<file path="config.mk">
export PLATFORM = sky130hd
export DESIGN_NAME = uart_rx_frontend
export DESIGN_NICKNAME = d
export VERILOG_FILES = /design/src/rtl/simproc_pkg.sv /design/src/rtl/uart_bit_timer.sv /design/src/rtl/uart_rx_frontend.sv
export SDC_FILE = /design/constraint.sdc
export NUM_CORES = 1
export LEC_CHECK = 0
export CAP_MARGIN = 20
export CORE_MARGIN = 2
export CORE_UTILIZATION = 55
export CTS_CLUSTER_DIAMETER = 40
export DETAILED_ROUTE_END_ITERATION = 8
export GPL_TIMING_DRIVEN = 1
export PLACE_DENSITY = 0.77
export SETUP_SLACK_MARGIN = 0.05
export SYNTH_ARGS = -nofsm -noshare
export SYNTH_HDL_FRONTEND = slang
export SYNTH_HIERARCHICAL = 1
export SYNTH_SLANG_ARGS = --single-unit
</file>
<file path="constraint.sdc">
create_clock -name clk -period 4.6 [get_ports clk]
set_input_delay 0.69 -clock clk [delete_from_list [all_inputs] [get_ports clk]]
set_output_delay 0.69 -clock clk [all_outputs]
set_load 0.02 [all_outputs]
</file>
<file path="src/rtl/simproc_pkg.sv">
// Shared definitions for the simproc_system serial front end.
package simproc_pkg;

  localparam int UART_DATA_BITS   = 8;
  localparam int UART_SYNC_STAGES = 2;

  typedef enum logic [2:0] {
    IDLE  = 3'd0,
    START = 3'd1,
    DATA  = 3'd2,
    STOP  = 3'd3,
    BREAK = 3'd4
  } uart_state_t;

endpackage

</file>
<file path="src/rtl/uart_bit_timer.sv">
// Loadable down-counter that marks the last cycle of a programmed period.
// Loading P makes tick_o fire P cycles later (a period of 0 behaves as 1).
module uart_bit_timer #(
  parameter int CLK_BITS = 10
) (
  input  logic                clk,
  input  logic                rst,
  input  logic                load_i,
  input  logic [CLK_BITS-1:0] period_i,
  output logic                tick_o
);

  logic [CLK_BITS-1:0] cnt_q, cnt_d;

  // Next count: reload on request, otherwise count down and park at zero.
  always_comb begin
    cnt_d = cnt_q;
    if (load_i) begin
      cnt_d = (period_i == '0) ? '0 : period_i - CLK_BITS'(1);
    end else if (cnt_q != '0) begin
      cnt_d = cnt_q - CLK_BITS'(1);
    end
  end

  // Counter register.
  always_ff @(posedge clk) begin
    if (rst) cnt_q <= '0;
    else     cnt_q <= cnt_d;
  end

  assign tick_o = (cnt_q == '0);

endmodule

</file>
<file path="src/rtl/uart_rx_frontend.sv">
// 8N1 UART receiver with a one-entry output buffer.
// Output handshake: rx_data is transferred on any clock edge where
// rx_valid=1 and rx_ready=1; rx_data is held stable while rx_valid=1 and
// rx_ready=0, and rx_valid never drops without a transfer.
module uart_rx_frontend
  import simproc_pkg::*;
#(
  parameter int CLK_BITS = 10
) (
  input  logic                clk,
  input  logic                rst,
  input  logic [CLK_BITS-1:0] clk_per_bit,
  input  logic                uart_rx,
  output logic [7:0]          rx_data,
  output logic                rx_valid,
  input  logic                rx_ready,
  output logic                frame_err,
  output logic                overrun,
  output logic                busy
);

  logic [UART_SYNC_STAGES-1:0] sync_q;
  logic                        rx_s;
  uart_state_t                 state_q, state_d;
  logic [CLK_BITS-1:0]         n_q, n_d;
  logic [2:0]                  bit_idx_q, bit_idx_d;
  logic [UART_DATA_BITS-1:0]   shift_q, shift_d;
  logic [UART_DATA_BITS-1:0]   data_q, data_d;
  logic                        valid_q, valid_d;
  logic                        ferr_q, ferr_d;
  logic                        ovr_q, ovr_d;
  logic                        timer_load;
  logic [CLK_BITS-1:0]         timer_period;
  logic                        tick;
  logic                        byte_done;

  assign rx_s = sync_q[UART_SYNC_STAGES-1];

  uart_bit_timer #(.CLK_BITS(CLK_BITS)) u_timer (
    .clk      (clk),
    .rst      (rst),
    .load_i   (timer_load),
    .period_i (timer_period),
    .tick_o   (tick)
  );

  // Frame FSM: start detection, mid-bit sampling, stop check, break wait.
  always_comb begin
    state_d      = state_q;
    n_d          = n_q;
    bit_idx_d    = bit_idx_q;
    shift_d      = shift_q;
    timer_load   = 1'b0;
    timer_period = n_q;
    byte_done    = 1'b0;
    ferr_d       = 1'b0;
    unique case (state_q)
      IDLE: begin
        // The bit period is captured here so it stays fixed for the frame.
        if (!rx_s && clk_per_bit != '0) begin
          state_d      = START;
          n_d          = clk_per_bit;
          timer_load   = 1'b1;
          timer_period = clk_per_bit >> 1;
        end
      end
      START: begin
        if (tick) begin
          if (rx_s) begin
            state_d = IDLE;
          end else begin
            state_d    = DATA;
            bit_idx_d  = 3'd0;
            timer_load = 1'b1;
          end
        end
      end
      DATA: begin
        if (tick) begin
          shift_d    = {rx_s, shift_q[UART_DATA_BITS-1:1]};
          timer_load = 1'b1;
          if (bit_idx_q == 3'(UART_DATA_BITS - 1)) state_d = STOP;
          else                                     bit_idx_d = bit_idx_q + 3'd1;
        end
      end
      STOP: begin
        if (tick) begin
          if (rx_s) begin
            byte_done = 1'b1;
            state_d   = IDLE;
          end else begin
            ferr_d  = 1'b1;
            state_d = BREAK;
          end
        end
      end
      BREAK: begin
        if (rx_s) state_d = IDLE;
      end
      default: state_d = IDLE;
    endcase
  end

  // Output buffer: load a finished byte unless the old one is still pending.
  always_comb begin
    data_d  = data_q;
    valid_d = valid_q;
    ovr_d   = 1'b0;
    if (byte_done) begin
      if (!valid_q || rx_ready) begin
        data_d  = shift_q;
        valid_d = 1'b1;
      end else begin
        ovr_d = 1'b1;
      end
    end else if (valid_q && rx_ready) begin
      valid_d = 1'b0;
    end
  end

  // All state registers; reset aborts any frame without side effects.
  always_ff @(posedge clk) begin
    if (rst) begin
      sync_q    <= '1;
      state_q   <= IDLE;
      n_q       <= '0;
      bit_idx_q <= '0;
      shift_q   <= '0;
      data_q    <= '0;
      valid_q   <= 1'b0;
      ferr_q    <= 1'b0;
      ovr_q     <= 1'b0;
    end else begin
      sync_q    <= {sync_q[UART_SYNC_STAGES-2:0], uart_rx};
      state_q   <= state_d;
      n_q       <= n_d;
      bit_idx_q <= bit_idx_d;
      shift_q   <= shift_d;
      data_q    <= data_d;
      valid_q   <= valid_d;
      ferr_q    <= ferr_d;
      ovr_q     <= ovr_d;
    end
  end

  assign rx_data   = data_q;
  assign rx_valid  = valid_q;
  assign frame_err = ferr_q;
  assign overrun   = ovr_q;
  assign busy      = (state_q != IDLE);

endmodule

</file>
==> results.cfg, run 1 <==
[global_route]
gr-usage-met2_pct = 34.86
grt_pass1_wl_mm = 8.694
use_met3_pct = 4.306
overflow = 0
antenna_found_initial = 0
track_usage_pct = 20.32
use_met1_pct = 25.56
top_usage_layer = met2
grt_max_degree = 31
grt_pass1_vias = 2009

[place]
io_buffers = 25
place_congestion = 0.8874
dpl.cell_count = 354
dp_hpwl_mm = 3.651

[routing]
wl_mm = 5.034
drt_first_pass_iters = 4
wl_per_cell_microns = 13.91
antenna_left = 0
dr_total_vias = 2113
first_iter_violations = 92
viasPerCell = 5.837
drcViolationCount = 0

[power]
leakagePower_nw = 1.037
peakVddDrop_mv = 0.2150
powerDensity_nw_per_um2 = 378.2

[clocking]
cts.repair.resized = 0
clockBufferDepth = 2
clk_pin_slew_worst_paths_ns = 0.09
htree_num_levels = 2
cts_made_buffers = 5
cts_tree = yes
hold_buffers = 0
cts.sinks = 47
cts_root_buf = clkbuf_8
cts_setup_buffers = 0
insertion_delay_ns = 0.31

[yosys]
yosysWarnings = 6
synth-main-ff-cell = dfxtp_1
synthArstFlopShare_pct = 0
synthDominantCellAreaShare_pct = 36.49
synth.yosys.seq_area_share_pct = 36.49
synth_nets = 312
yosysUniqueCellTypes = 51
netlist_area_sq_um = 2579
yosys.area.top_type = dfxtp_1
ys_ff_latch = 47
synth_edf_count = 0
synth.area.top_cells = dfxtp_1, mux2i_1, nand2b_1
synthCells = 294
avgSynthCellArea_sq_um = 8.771

[worst_hold_path]
holdPathStages = 1
hp-class = reg -> reg
worstHoldStart = sync_q[0]

[final_layout]
nFillCells = 380
syn2layout_area_growth_pct = 13.44
final_nets = 327
drive_gt1_share_pct = 10.00
antenna_cells = 0
finalNonFillerCells = 362

[setup_path]
critPathCaptureType = flip-flop
cp.depth = 9
reg2reg_from = sync_q[1]
critPathLaunch = sync_q[1]
timing.critical_path.required_ns = 4.79
critPathLaunchType = flip-flop
cpLargestDelayFamily = simple AND/OR/NAND/NOR gates
cp_num_buf_inv = 1
crit_fanout = 15
slowest_stage = or4_4
slowest_delay_ns = 0.70
reg2reg_depth = 9
path_class = reg -> reg
critPathArrivalTime_ns = 3.43
path_cells = or4_4 > a31oi_4 > o21ai_0 > inv_1 > ha_1 > or4b_1 > or3_1 > a31oi_1 > nor2_1

[floorplan]
die_w_microns = 72.48
die_h_microns = 72.48
coreArea_sq_um = 4444
die_area_sq_um = 5253
io_pins = 26
initial_core_util_pct = 58.02
rows = 24

[timing]
relSlewSlack_pct = 48.60
hold_viol = 0
finalSetupViolCount = 0
min_period_ns = 3.239
tightest_slew_ns = 0.7629
setup_tns_ns = 0
slew_violations = 0
fmax_mhz = 308.8
rsz0062_at_grt = false
min_period_over_period_pct = 70.41
finClkSkew_ns = 0.008319

[outcome]
status = finished, final reports clean

[job]
maxCapViolCount = 0
## state kept, by name (all words and copies together) (netlist names)
register and count:
n_q 10, shift_q 8, sync_q 2, u_timer/cnt_q 10
rx_valid 1, state_q 3, frame_err 1, bit_idx_q 3
rx_data 8, overrun 1
## cells by family after synthesis
group	count (synthesis)	share of synthesized area (%)
AOI/OAI and AO/OA	65	17.85
adders and majority gates	4	1.941
and+or+nand+nor	115	27.46
muxes	20	7.812
buffers and inverters	39	7.084
DFF	47	36.49
xor gates and xnor gates	4	1.359
## report_power, final
| group | internal [mW] | total (mW) | leakage [nW] | switching, mW |
|---|---|---|---|---|
| clock network | 0.165 | 0.312 | 0.0587 | 0.147 |
| registers | 0.442 | 0.475 | 0.382 | 0.0332 |
| logic | 0.153 | 0.319 | 0.597 | 0.166 |
| total | 0.760 | 1.11 | 1.04 | 0.346 |
## cells in the final DEF (no fill, tap or decap), drive strengths merged, types with 3 or more instances in the layout
master and n:
dfxtp 47, clkdlybuf4s50 25, nor2 24, nand2b 21, mux2i 19, inv 19, o21ai 18, nand2 17
a21oi 11, nor2b 8, nand4 6, or2 6, nor3 6, a31oi 6, or4 6, clkbuf 5
nor4 5, a221oi 4, ha 4, buf 4, o31ai 4, or3 3, o311ai 3, o31a 3
or4b 3, a21o 3
## cell usage after synthesis (3+ instances only)
cell      instances
dfxtp_1          47
nor2_1           24
nand2b_1         21
mux2i_1          19
inv_1            18
nand2_1          17
o21ai_0          17
a21oi_1          11
clkbuf_1         10
nor2b_1           8
nand4_1           6
nor3_1            6
or2_2             6
a31oi_1           5
buf_2             5
or4_1             5
a221oi_1          4
buf_6             4
ha_1              4
o31ai_1           4
nor4_4            3
o311ai_1          3
o31a_1            3
or3_1             3
## stage by stage
| stage | setup slack (ns) | power [mW] | area [sq um] | util, % | hold WS [ns] |
|---|---|---|---|---|---|
| floorplan | 1.652 | 0.7374 | 2579 | - | 0.3895 |
| global placement | 1.247 | 0.7953 | 2809 | 63.20 | 0.3953 |
| detailed placement | 1.095 | 0.8004 | 2809 | 63.20 | 0.3973 |
| CTS | 1.400 | 1.114 | 2925 | 65.82 | 0.4206 |
| global route | 1.166 | 1.169 | 2925 | 65.82 | 0.4336 |
| finish | 1.361 | 1.106 | 2925 | 65.82 | 0.4169 |
## routing by layer
| metal | share of wire (%) | routed length, microns |
|---|---|---|
| met3 | 2.5 | 125 |
| met2 | 47 | 2361 |
| met5 | 0 | 0 |
| met4 | 1.4 | 71 |
| met1 | 49 | 2476 |
## worst paths after layout
path / to / slack [ns]
max reg2reg: u_timer/cnt_q[3] / 1.36
min: sync_q[1] / 0.42
min reg2reg: sync_q[1] / 0.42
max: u_timer/cnt_q[3] / 1.36
## final cells by class
cell class	count	area, sq um	share of cell area [%]
Clock buffer	5	68.82	2.352
Clock inverter	3	47.55	1.625
Inverter	18	67.56	2.310
Multi-Input combinational cell	208	1455	49.74
Sequential cell	47	940.9	32.16
Tap cell	52	65.06	2.224
Timing Repair Buffer	29	280.3	9.581
Power figures use the tool's default switching activity.
==> run 2: changes to the inputs <==
--- a/config.mk
+++ b/config.mk
@@ -7,11 +7,11 @@
 export LEC_CHECK = 0
 export CAP_MARGIN = 20
 export CORE_MARGIN = 2
-export CORE_UTILIZATION = 55
+export CORE_UTILIZATION = 51
 export CTS_CLUSTER_DIAMETER = 40
 export DETAILED_ROUTE_END_ITERATION = 8
 export GPL_TIMING_DRIVEN = 1
-export PLACE_DENSITY = 0.77
+export PLACE_DENSITY = 0.76
 export SETUP_SLACK_MARGIN = 0.05
 export SYNTH_ARGS = -nofsm -noshare
 export SYNTH_HDL_FRONTEND = slang
==> constraint.sdc (replaced) <==
create_clock -name clk -period 2.8 [get_ports clk]
set_input_delay 0.42 -clock clk [delete_from_list [all_inputs] [get_ports clk]]
set_output_delay 0.42 -clock clk [all_outputs]
set_load 0.02 [all_outputs]
==> run 2 against run 1 <==
The run now ends with negative setup slack left. Critical endpoint is now u_timer/cnt_q[1]. Sequential share of layout area is 4.6 points lower. Worst setup slack got worse by 1.4 ns. Combinational power rose by 120%. Clock power up 65%. Routed wire length rose by 18%. Final area increased by 17%. Sequential power grew 63%.
==> results.cfg, run 2 (same netlist as run 1, synthesis figures left out) <==
[clocking]
cts_made_buffers = 5
cts.sinks = 47
clk_pin_slew_worst_paths_ns = 0.10
cts_tree = yes
hold_buffers = 0
clockBufferDepth = 2
htree_num_levels = 2
cts_root_buf = clkbuf_8
insertion_delay_ns = 0.31

[floorplan]
io_pins = 26
initial_core_util_pct = 53.88
die_w_microns = 75.11
die_area_sq_um = 5641
rows = 25
die_h_microns = 75.11
coreArea_sq_um = 4786

[power]
power_frac_comb_pct = 34.8
switching_power_uw = 616.4
switching_share_pct = 31.21
peakVddDrop_mv = 0.3054
pwr-share-seq_pct = 39.1
clkPwrFrac_pct = 26.1
cell_internal_pwr_mw = 1.359
leakagePower_nw = 1.310
power.total_mw = 1.975
powerDensity_nw_per_um2 = 578.5

[routing]
first_iter_violations = 86
wl_mm = 5.953
antenna_left = 0
dr_total_vias = 2327
drt_first_pass_iters = 4
viasPerCell = 5.437
drcViolationCount = 0
wl_per_cell_microns = 13.91

[outcome]
violations = negative setup slack
status = complete, but fails checks

[timing]
min_period_over_period_pct = 100.6
min_period_ns = 2.816
hold_viol = 0
relSlewSlack_pct = 43.67
fmax_mhz = 355.1
finalWorstSetupSlack_ns = -0.01645
tightest_slew_ns = 0.8423
finalSetupViolCount = 1
rsz0062_at_grt = true
finClkSkew_ns = 0.007050
whs_ns = 0.4247
slew_violations = 0

[final_layout]
final_cell_mix = buf_4, dfxtp_1, clkdlybuf4s50_1, nor2_1, nand2b_1
drive_gt1_share_pct = 27.70
antenna_cells = 0
layout_commonest_cell = buf_4
top_regs = n_q x10, u_timer/cnt_q x10
syn2layout_area_growth_pct = 32.41
nFillCells = 375
final_nets = 378
fin_util_pct = 71.35

[global_route]
overflow = 0
track_usage_pct = 20.95
grt_max_degree = 27
antenna_found_initial = 0
grt_pass1_wl_mm = 9.163
grt_pass1_vias = 2036

[worst_hold_path]
hp-class = reg -> reg

[setup_path]
critPathArrivalTime_ns = 3.02
critPathLaunchType = flip-flop
critPathCaptureType = flip-flop
crit_fanout = 7
path_class = reg -> reg
timing.critical_path.required_ns = 3.00

[job]
maxCapViolCount = 0

[place]
place_congestion = 0.8807
dp_hpwl_mm = 4.079
io_buffers = 25
==> run 2: changes by cell type in the layout (fill, tap and decap cells not counted), sizes merged <==
cell,delta
buf,+50
clkdlybuf4s15,+1
clkinv,-1
clkinvlp,+1
==> run 2: critical path: stages (launching register included) <==
cell,delay (ns)
dfxtp_2,0.33
or4_4,0.56
buf_6,0.16
nand2_2,0.07
o211ai_1,0.12
inv_1,0.13
ha_4,0.14
or4b_4,0.48
o31a_1,0.35
buf_4,0.16
a22o_2,0.20
==> run 2: area by class of cell <==
cell class | instances | area, sq um | share of cell area [%]
multi-input combinational | 208 | 1520 | 44.52
clock inverter | 3 | 46.29 | 1.356
inverter | 18 | 67.56 | 1.979
clock buffer | 5 | 68.82 | 2.015
timing repair buffer | 80 | 685.7 | 20.08
tap | 67 | 83.83 | 2.455
sequential | 47 | 942.2 | 27.59
==> run 2: path summary, 6_finish.rpt <==
| path | end | cells past startpoint | from | slack, ns |
|---|---|---|---|---|
| worst max register to register | u_timer/cnt_q[1] | 10 | state_q[1] | -0.02 |
| worst max-delay path | u_timer/cnt_q[1] | 10 | state_q[1] | -0.02 |
| worst min-delay path | sync_q[1] | 1 | sync_q[0] | 0.42 |
| worst min register to register | sync_q[1] | 1 | sync_q[0] | 0.42 |
==> run 2: power groups by stage <==
| stage | sequential (mW) | combinational, mW | clock, mW |
|---|---|---|---|
| 2_1_floorplan | 0.776 | 0.442 | 0 |
| 3_3_place_gp | 0.784 | 0.609 | 0 |
| 3_5_place_dp | 0.787 | 0.619 | 0 |
| 4_1_cts | 0.772 | 0.633 | 0.525 |
| 5_1_grt | 0.782 | 0.752 | 0.549 |
| 6_report | 0.773 | 0.687 | 0.515 |
==> run 2: per-layer routing <==
layer | routed length [microns] | vias up | global-route usage, %
met4 | 89 | 0 | 7.341
met5 | 0 | - | 0
li1 | - | 1176 | -
met1 | 2755 | 1109 | 27.02
met3 | 180 | 9 | 4.685
met2 | 2928 | 33 | 34.50
==> run 2: repair_timing <==
action                     in CTS  in global routing
pin swaps                       0                 11
setup endpoints to repair       7                 27
cloned                          0                  1
gates resized for setup         2                 20
setup buffers                   0                 11
==> run 2: metrics by stage <==
stage / worst slack, ns / area [sq um] / setup TNS, ns / std cells
2_1_floorplan: -0.03454 / 2592 / -0.06072 / 294
3_3_place_gp: -0.08433 / 3129 / -0.4905 / 408
3_5_place_dp: -0.1403 / 3129 / -0.9676 / 408
4_1_cts: 0.04657 / 3252 / 0 / 416
5_1_grt: -0.09472 / 3415 / -0.3936 / 428
6_report: -0.01645 / 3415 / -0.01645 / 428
==> run 3: changes to the inputs <==
--- a/config.mk
+++ b/config.mk
@@ -13,6 +13,7 @@
 export GPL_TIMING_DRIVEN = 1
 export PLACE_DENSITY = 0.76
 export SETUP_SLACK_MARGIN = 0.05
+export SLEW_MARGIN = 20
 export SYNTH_ARGS = -nofsm -noshare
 export SYNTH_HDL_FRONTEND = slang
 export SYNTH_HIERARCHICAL = 1
==> results of run 3 <==
Same layout as run 2: the final DEF is identical, and so are final timing and power.
